### src/rtl/regs_operand_fetch.sv
// rtl/regs_operand_fetch.sv - operand fetch with busy scoreboard; REGS_OF_BYPASS_EN adds writeback bypass
module regs_operand_fetch #(
   parameter int XLEN  = 32,
   parameter int NREGS = 32,
   localparam int IW   = $clog2(NREGS)
) (
   input  logic            clk_i,
   input  logic            rst_ni,
   input  logic            id_valid_i,
   output logic            id_ready_o,
   input  logic [IW-1:0]   id_rs1_i,
   input  logic [IW-1:0]   id_rs2_i,
   input  logic            id_rs1_used_i,
   input  logic            id_rs2_used_i,
   input  logic [IW-1:0]   id_rd_i,
   input  logic            id_rd_wr_i,
   output logic            rs_rd_en_o,
   output logic [IW-1:0]   rs1_o,
   output logic [IW-1:0]   rs2_o,
   input  logic [XLEN-1:0] rs1_rd_data_i,
   input  logic [XLEN-1:0] rs2_rd_data_i,
   input  logic            wb_valid_i,
   input  logic [IW-1:0]   wb_rd_i,
   input  logic [XLEN-1:0] wb_data_i,
   output logic            rd_wr_en_o,
   output logic [IW-1:0]   rd_o,
   output logic [XLEN-1:0] rd_wr_data_o,
   output logic            ex_valid_o,
   input  logic            ex_ready_i,
   output logic [XLEN-1:0] ex_rs1_data_o,
   output logic [XLEN-1:0] ex_rs2_data_o,
   output logic [IW-1:0]   ex_rd_o,
   output logic            ex_rd_wr_o,
   output logic [15:0]     stall_cnt_o
);

   typedef enum logic [1:0] {S_IDLE, S_READ, S_VALID} state_e;

   state_e            state_q, state_d;
   logic [NREGS-1:0]  busy_q, busy_d;
   logic              src1_live, src2_live, dst_live;
   logic              hazard, slot_free, accept;
   logic              src1_live_q, src2_live_q;
   logic [XLEN-1:0]   ex_rs1_q, ex_rs2_q;
   logic [IW-1:0]     ex_rd_q;
   logic              ex_rd_wr_q;
   logic [15:0]       stall_q;
`ifdef REGS_OF_BYPASS_EN
   logic              fwd1, fwd2;
   logic              byp1_q, byp2_q;
   logic [XLEN-1:0]   byp_data_q;
`endif

   // Source/destination liveness and RAW/WAW hazard detection against the scoreboard
   always_comb begin
      src1_live = id_rs1_used_i && (id_rs1_i != '0);
      src2_live = id_rs2_used_i && (id_rs2_i != '0);
      dst_live  = id_rd_wr_i && (id_rd_i != '0);
`ifdef REGS_OF_BYPASS_EN
      // A source produced by this cycle's writeback is taken from wb_data, so it need not wait
      fwd1   = src1_live && wb_valid_i && (wb_rd_i == id_rs1_i);
      fwd2   = src2_live && wb_valid_i && (wb_rd_i == id_rs2_i);
      hazard = (src1_live && busy_q[id_rs1_i] && !fwd1) ||
               (src2_live && busy_q[id_rs2_i] && !fwd2) ||
               (dst_live  && busy_q[id_rd_i]);
`else
      hazard = (src1_live && busy_q[id_rs1_i]) ||
               (src2_live && busy_q[id_rs2_i]) ||
               (dst_live  && busy_q[id_rd_i]);
`endif
   end

   // FSM state register
   always_ff @(posedge clk_i or negedge rst_ni) begin
      if (!rst_ni) state_q <= S_IDLE;
      else         state_q <= state_d;
   end

   // FSM next state; an accept in VALID overlaps the handoff and goes straight to READ
   always_comb begin
      state_d = state_q;
      case (state_q)
         S_IDLE:  if (accept) state_d = S_READ;
         S_READ:  state_d = S_VALID;
         S_VALID: if (ex_ready_i) state_d = accept ? S_READ : S_IDLE;
         default: state_d = S_IDLE;
      endcase
   end

   // FSM outputs: slot availability, accept and the execute-side valid
   always_comb begin
      slot_free  = (state_q == S_IDLE) || ((state_q == S_VALID) && ex_ready_i);
      id_ready_o = rst_ni && slot_free && !hazard;
      accept     = id_valid_i && id_ready_o;
      ex_valid_o = (state_q == S_VALID);
   end

   // Scoreboard next state: clear on writeback, then set on accept so set wins on a collision
   always_comb begin
      busy_d = busy_q;
      if (wb_valid_i && (wb_rd_i != '0)) busy_d[wb_rd_i] = 1'b0;
      if (accept && dst_live)            busy_d[id_rd_i] = 1'b1;
   end

   // Scoreboard and hazard-stall counter registers
   always_ff @(posedge clk_i or negedge rst_ni) begin
      if (!rst_ni) begin
         busy_q  <= '0;
         stall_q <= '0;
      end else begin
         busy_q <= busy_d;
         if (id_valid_i && hazard && (stall_q != 16'hFFFF)) stall_q <= stall_q + 16'd1;
      end
   end

   // Accept-time bookkeeping and operand capture in READ, when regs data is valid
   always_ff @(posedge clk_i or negedge rst_ni) begin
      if (!rst_ni) begin
         src1_live_q <= 1'b0;
         src2_live_q <= 1'b0;
         ex_rs1_q    <= '0;
         ex_rs2_q    <= '0;
         ex_rd_q     <= '0;
         ex_rd_wr_q  <= 1'b0;
`ifdef REGS_OF_BYPASS_EN
         byp1_q      <= 1'b0;
         byp2_q      <= 1'b0;
         byp_data_q  <= '0;
`endif
      end else begin
         if (accept) begin
            src1_live_q <= src1_live;
            src2_live_q <= src2_live;
            ex_rd_q     <= id_rd_i;
            ex_rd_wr_q  <= id_rd_wr_i;
`ifdef REGS_OF_BYPASS_EN
            byp1_q      <= fwd1;
            byp2_q      <= fwd2;
            byp_data_q  <= wb_data_i;
`endif
         end
         if (state_q == S_READ) begin
            ex_rs1_q <= src1_live_q ? rs1_rd_data_i : '0;
            ex_rs2_q <= src2_live_q ? rs2_rd_data_i : '0;
`ifdef REGS_OF_BYPASS_EN
            if (byp1_q) ex_rs1_q <= byp_data_q;
            if (byp2_q) ex_rs2_q <= byp_data_q;
`endif
         end
      end
   end

   assign rs_rd_en_o    = accept;
   assign rs1_o         = id_rs1_i;
   assign rs2_o         = id_rs2_i;
   assign rd_wr_en_o    = wb_valid_i && rst_ni;
   assign rd_o          = wb_rd_i;
   assign rd_wr_data_o  = wb_data_i;
   assign ex_rs1_data_o = ex_rs1_q;
   assign ex_rs2_data_o = ex_rs2_q;
   assign ex_rd_o       = ex_rd_q;
   assign ex_rd_wr_o    = ex_rd_wr_q;
   assign stall_cnt_o   = stall_q;

endmodule

### config.mk
export PLATFORM = sky130hd
export DESIGN_NAME = regs_operand_fetch
export DESIGN_NICKNAME = d
export VERILOG_FILES = /design/src/rtl/regs_operand_fetch.sv
export SDC_FILE = /design/constraint.sdc
export NUM_CORES = 1
export LEC_CHECK = 0
export BUFFER_PORTS_ARGS = -buffer_cell sky130_fd_sc_hd__buf_2
export CAP_MARGIN = 20
export CORE_MARGIN = 5
export CORE_UTILIZATION = 52
export CTS_CLUSTER_SIZE = 20
export DETAILED_ROUTE_END_ITERATION = 8
export PLACE_DENSITY = 0.86
export SLEW_MARGIN = 20
export SYNTH_ARGS = -nofsm -noshare
export SYNTH_HDL_FRONTEND = slang
export SYNTH_SLANG_ARGS = --single-unit
### constraint.sdc
create_clock -name clk_i -period 4.8 [get_ports clk_i]
set_input_delay 0.48 -clock clk_i [delete_from_list [all_inputs] [get_ports clk_i]]
set_output_delay 0.48 -clock clk_i [all_outputs]
set_load 0.03 [all_outputs]
# Word level (Yosys, flattened, before mapping)
# Cells that the tools add are included.
[op_classes] n_bitwise=3 n_mul=0 n_addsub=1 n_div=0 order_cmp=6 muxes=18 n_eq_ne=5 reduce_logical=27 n_shift=0
[ops] op="$mux 32" n=4
[ops] op="$and 32x32->32" n=1
[ops] op="$not 32->32" n=1
[ops] op="$or 32x32->32" n=1
[ops] op="$lt 5x6->1 const B" n=4
[ops] op="$reduce_bool 5->1" n=4
[ops] op="$logic_and 1x1->1" n=17
[ops] op="$add 16x1->16 const B" n=1
[ops] op="$ne 16x16->1 const B" n=1
[ops] op="$bmux 1 s5" n=3
[ops] op="$demux 1 s5" n=2
[ops] op="$ge 5x1->1 const B" n=2
[ops] op="$mux 1" n=6
[ops] op="$pmux 2 s3" n=1
[ops] op="$mux 2" n=2
[ops] op="$logic_or 1x1->1" n=3
[ops] op="$eq 2x1->1 const B" n=1
[ops] op="$eq 2x2->1 const B" n=1
[ops] op="$logic_not 2->1" n=1
[ops] op="$ne 2x1->1 const B" n=1
[ops] op="$ne 2x2->1 const B" n=1
[ops] op="$reduce_and 2->1" n=1
[ops] op="$logic_not 1->1" n=1
[totals] memories=0 ram_bits=0 latch_bits=0 ff_bits=122 romBits=0

# Depth between registers and ports, before layout
[logic_depth] ltp_word=11 ltp_mapped=10 ltp_nobuf=7

# Least setup slack after synthesis
# OpenSTA, ideal clock, no wires.
[synth_timing] path_type="input-to-output" startpoint="input port id_rs1_i[0]" endpoint="output port id_ready_o" n_path_buf=2 t_arrival_ps=2722 setup_slack_ps=1598 cell_stages=7 required_ps=4320 path_cell_list="buf_4 mux4_2 a2111oi_0 nor4_1 a311oi_4 clkbuf_1 and2_1"
[synth_between] elab_chain_len=7 elab_cells_between_ends=9 cone_classes="mux (2); reduce/logical (7)"
[synth_lines] element="start: declaration" line_no="11" rtl="input logic [IW-1:0] id_rs1_i,"
[synth_lines] element="$bmux 1 s5 / $reduce_bool 5->1 (equally long branches)" line_no="67, 56"
[synth_lines] element="$mux 1 (not written as such) / $logic_and 1x1->1 (equally long branches)" line_no="67, 56"
[synth_lines] element="$logic_and 1x1->1 *" line_no="67" rtl="hazard = (src1_live && busy_q[id_rs1_i]) ||"
[synth_lines] element="$logic_or 1x1->1 *" line_no="67"
[synth_lines] element="$logic_or 1x1->1 *" line_no="68" rtl="(src2_live && busy_q[id_rs2_i]) ||"
[synth_lines] element="$logic_not 1->1 *" line_no="93" rtl="id_ready_o = rst_ni && slot_free && !hazard;"
[synth_lines] element="$logic_and 1x1->1 *" line_no="93"
[synth_lines] element="end: declaration" line_no="10" rtl="output logic id_ready_o,"
# Every way passes the cells marked *; elsewhere a longest branch is shown, timed or not. The select of a mux whose other input is x is not followed.

# Worst setup path in the final report
[layout_timing] startpoint="input port id_rs1_i[0]" endpoint="output port rs_rd_en_o"
[layout_between] elab_chain_len=8 elab_cells_between_ends=10 cone_classes="mux (2); reduce/logical (8)"
[layout_lines] element="$bmux 1 s5 / $reduce_bool 5->1 (equally long branches)" line_no="67, 56"
[layout_lines] element="$mux 1 (not written as such) / $logic_and 1x1->1 (equally long branches)" line_no="67, 56"
[layout_lines] element="$logic_and 1x1->1 *" line_no="67"
[layout_lines] element="$logic_or 1x1->1 *" line_no="67"
[layout_lines] element="$logic_or 1x1->1 *" line_no="68"
[layout_lines] element="$logic_not 1->1 *" line_no="93"
[layout_lines] element="$logic_and 1x1->1 *" line_no="93"
[layout_lines] element="$logic_and 1x1->1 *" line_no="94" rtl="accept = id_valid_i && id_ready_o;"
[layout_lines] element="end: declaration" line_no="17" rtl="output logic rs_rd_en_o,"
# Marks and branches as above.

==> run_results.csv <==
group,metric,value,unit
run_status,outcome,"completed",
drt,drc,0,
floorplan,io_pins,261,
floorplan,rows,40,
worst_hold_path,hold_path.class,"input port to asynchronous set/reset pin",
drt,firstDrtPassIters,5,
yosys,ys_ff_latch,122,
cts,clock_latency,0.42,ns
final_layout,utilization,63.59,%
setup_path,cp_max_fo,17,
sta,relSlewSlack,44.01,%
flow_run,cap_violations,0,
grt,overflow,0,
cts,cts_max_level,4,
yosys,async_flop_share,100.0,%
yosys,synth_edf_count,0,
drt,viasPerCell,5.798,
grt,grt_pass1_vias,5235,
setup_path,critPathCaptureType,"output pin",
placed_design,dpl-instance-area,6949,sq um
power_and_ir_drop,p_seq_share,37.4,%
floorplan,initial_core_util,52.69,%
setup_path,required,4.32,ns
cts,cts_sinks,122,
cts,clockRootBuffer,"clkbuf_16",
drt,drtIter0Drc,575,
cts,clk_pin_slew_worst_paths,0.05,ns
floorplan,die-area,14370,sq um
yosys,ys_warn_count,0,
yosys,yosysSeqAreaShare,48.64,%
floorplan,die_w,119.9,um
yosys,syn_area_per_cell,9.806,sq um
final_layout,final_cell_count_no_fill,930,
drt,vias,5392,
grt,antenna_found_initial,0,
placed_design,post-dp-hpwl,11850,um
power_and_ir_drop,p_sw,1.539,mW
sta,rsz0062_at_grt,"no",
cts,cts_setup_buffers,0,
setup_path,worstSetupPathType,"input port to output pin",
floorplan,core-area,11910,sq um
yosys,yosysUniqueCellTypes,39,
grt,grt_pass1_wl,27080,um
power_and_ir_drop,cellLeakagePower,3.793,nW
yosys,syn-num-nets,765,
drt,detail_route.wl_per_cell,18.41,um
power_and_ir_drop,ir_drop,0.0002096,V
cts,post_cts_resize_count,0,
sta,slew_violations,0,
sta,fin_setup_tns,0,ns
drt,routed_wirelength,17120,um
final_layout,nFillCells,947,
setup_path,worst_ep_arrival_time,3.12,ns
cts,cts.path.max_buffers,2,
power_and_ir_drop,p_int,2.452,mW
power_and_ir_drop,combPwrFrac,31.8,%
floorplan,die_y,119.9,um
placed_design,dp.cells,897,
power_and_ir_drop,p_sw_share,38.57,%
final_layout,diodes,0,
grt,grt.total_usage,23.88,%
yosys,synth_ff_type,"dfrtp_1",
sta,period_needed,3.602,ns
setup_path,startpoint_type,"input port",
placed_design,portBuffers,196,
sta,min_period_over_period,75.04,%
placed_design,gp_congestion,0.8837,
sta,finalHoldViolations,0,
final_layout,synthToLayoutAreaGrowth,20.69,%
final_layout,drive_gt1_share,33.72,%
sta,fmax,277.6,MHz
yosys,synth_area,6276,sq um
power_and_ir_drop,powerDensity,527.0,nW/um^2
grt,grt_max_degree,130,
cts,cts_tree,"yes",
final_layout,stdcell_area,7575,sq um
cts,holdBufCountCts,0,
final_layout,fin_nets,896,
power_and_ir_drop,clockPowerShare,30.8,%
cts,cts_buffers,17,
sta,setup_viol,0,
drt,ant_nets,0,
sta,worst_pin_slew,0.8399,ns
yosys,syn_inst,640,
sta,finClkSkew,0.007874,ns
## area by class of cell
type	instances	area, sq um	share of cell area (%)
well taps	147	183.9	2.428
repair buffers	201	1061	14.01
clock buffers	20	446.7	5.897
multi-input cells	423	2684	35.43
clock inverters	11	122.6	1.619
inverters	6	22.52	0.2973
flip-flops and latches	122	3054	40.32
## stage by stage
step	total power [mW]	setup slack, ns	hold slack (ns)
after global routing	4.187	0.9687	0.1634
after global placement	2.718	1.219	0.4498
after detailed placement	2.759	1.128	0.4516
after CTS	3.999	1.185	0.1376
final	3.992	1.198	0.1039
after floorplan	2.370	1.598	0.1844
## routing by layer
layer  global-route usage, %  up-vias  wire length [um]  share of wire [%]
met5                       0        -                 0                  0
met4                   8.447        0               404                2.4
met3                   7.917       40              1550                9.1
met2                   39.87      291              8452                 49
met1                   29.08     2583              6711                 39
li1                        -     2478                 -                  -
## critical path, cell delays in order
cell and delay (ns):
buf_2 0.31, mux4_2 0.55, a2111oi_0 0.47, nor4_1 0.14, a311oi_4 0.71, nand3_2 0.17
inv_1 0.09, buf_2 0.19
## registers in the layout (all words and copies together), names as in the netlist
name / flops
ex_rd_wr_o: 1
ex_rs2_data_o: 32
ex_rd_o: 5
state_q: 2
src1_live_q: 1
stall_cnt_o: 16
busy_q: 32
src2_live_q: 1
ex_rs1_data_o: 32
## placed cells by master, fill, tap and decap left out, types with 3 or more instances in the layout
cell type,instances
mux2_2,4
o21ai_0,97
nor3b_1,4
buf_4,4
o31ai_1,31
clkbuf_16,17
buf_2,195
xor2_1,15
or3_1,4
nor3_1,7
mux2_4,6
clkinv_2,3
mux2i_1,25
dfrtp_1,121
nor2_1,4
nor4_1,9
nand3b_1,10
nand3_1,10
nand2_1,145
mux4_2,14
o22ai_1,11
clkinvlp_4,4
or3b_2,5
inv_1,6
## kinds of logic (layout without fill, tap and decap cells)
| logic type | Yosys count | after routing | share of synthesized area (%) |
|---|---|---|---|
| adder cells (fa/ha/maj) | 1 | 1 | 0.1993 |
| AO/OA/AOI/OAI | 146 | 146 | 13.72 |
| XOR/XNOR | 15 | 15 | 2.093 |
| flip-flops | 122 | 122 | 48.64 |
| AND/OR/NAND/NOR | 212 | 212 | 15.47 |
| multiplexers | 49 | 49 | 11.16 |
| buffers and inverters | 95 | 238 | 8.712 |
## path summary, 6_finish.rpt
| check | start | endpoint | slack (ns) | cells past startpoint |
|---|---|---|---|---|
| max | id_rs1_i[0] | rs_rd_en_o | 1.20 | 8 |
| min | rst_ni | stall_cnt_o[15]$_DFFE_PN0P_ | 0.10 | 1 |
| max reg2reg | busy_q[15]$_DFF_PN0_ | src2_live_q$_DFFE_PN0P_ | 1.58 | 7 |
| min reg2reg | busy_q[0]$_DFF_PN0_ | busy_q[0]$_DFF_PN0_ | 0.47 | 0 |
| max in group asynchronous | rst_ni | src1_live_q$_DFFE_PN0P_ | 3.35 | 2 |
| min in group clk_i | ex_ready_i | state_q[1]$_DFFE_PN0P_ | 0.28 | 2 |
## power groups by stage
stage	Sequential [mW]	Combinational (mW)	Clock [mW]
after floorplan	1.91	0.461	0
after global placement	1.50	1.21	0
after detailed placement	1.52	1.24	0
after CTS	1.51	1.25	1.24
after global routing	1.53	1.37	1.29
final	1.49	1.27	1.23
## synthesized netlist by cell type, types with 2 or more instances
cell type | instances | area share [%]
buf_2 | 5 | 0.40
mux2_2 | 4 | 0.72
clkbuf_1 | 33 | 2.0
nand2_1 | 145 | 8.7
o22ai_1 | 11 | 1.1
xor2_1 | 15 | 2.1
buf_4 | 49 | 5.9
or3b_2 | 5 | 0.70
nor3b_1 | 4 | 0.48
o21ai_0 | 97 | 7.7
nand3_1 | 10 | 0.80
and2_1 | 2 | 0.20
a2111oi_0 | 2 | 0.28
dfrtp_1 | 122 | 49
or3_1 | 4 | 0.40
nor4_1 | 9 | 0.90
mux2_4 | 6 | 1.4
mux4_2 | 14 | 5.0
and3_1 | 2 | 0.20
buf_1 | 2 | 0.12
mux2i_1 | 25 | 4.0
nor3_1 | 7 | 0.56
nor2_1 | 4 | 0.24
nand4_1 | 2 | 0.20
nand3b_1 | 10 | 1.2
o31ai_1 | 31 | 3.7
inv_1 | 6 | 0.36
nand2b_1 | 3 | 0.30
Note: power is estimated with default switching activity, not from simulation.
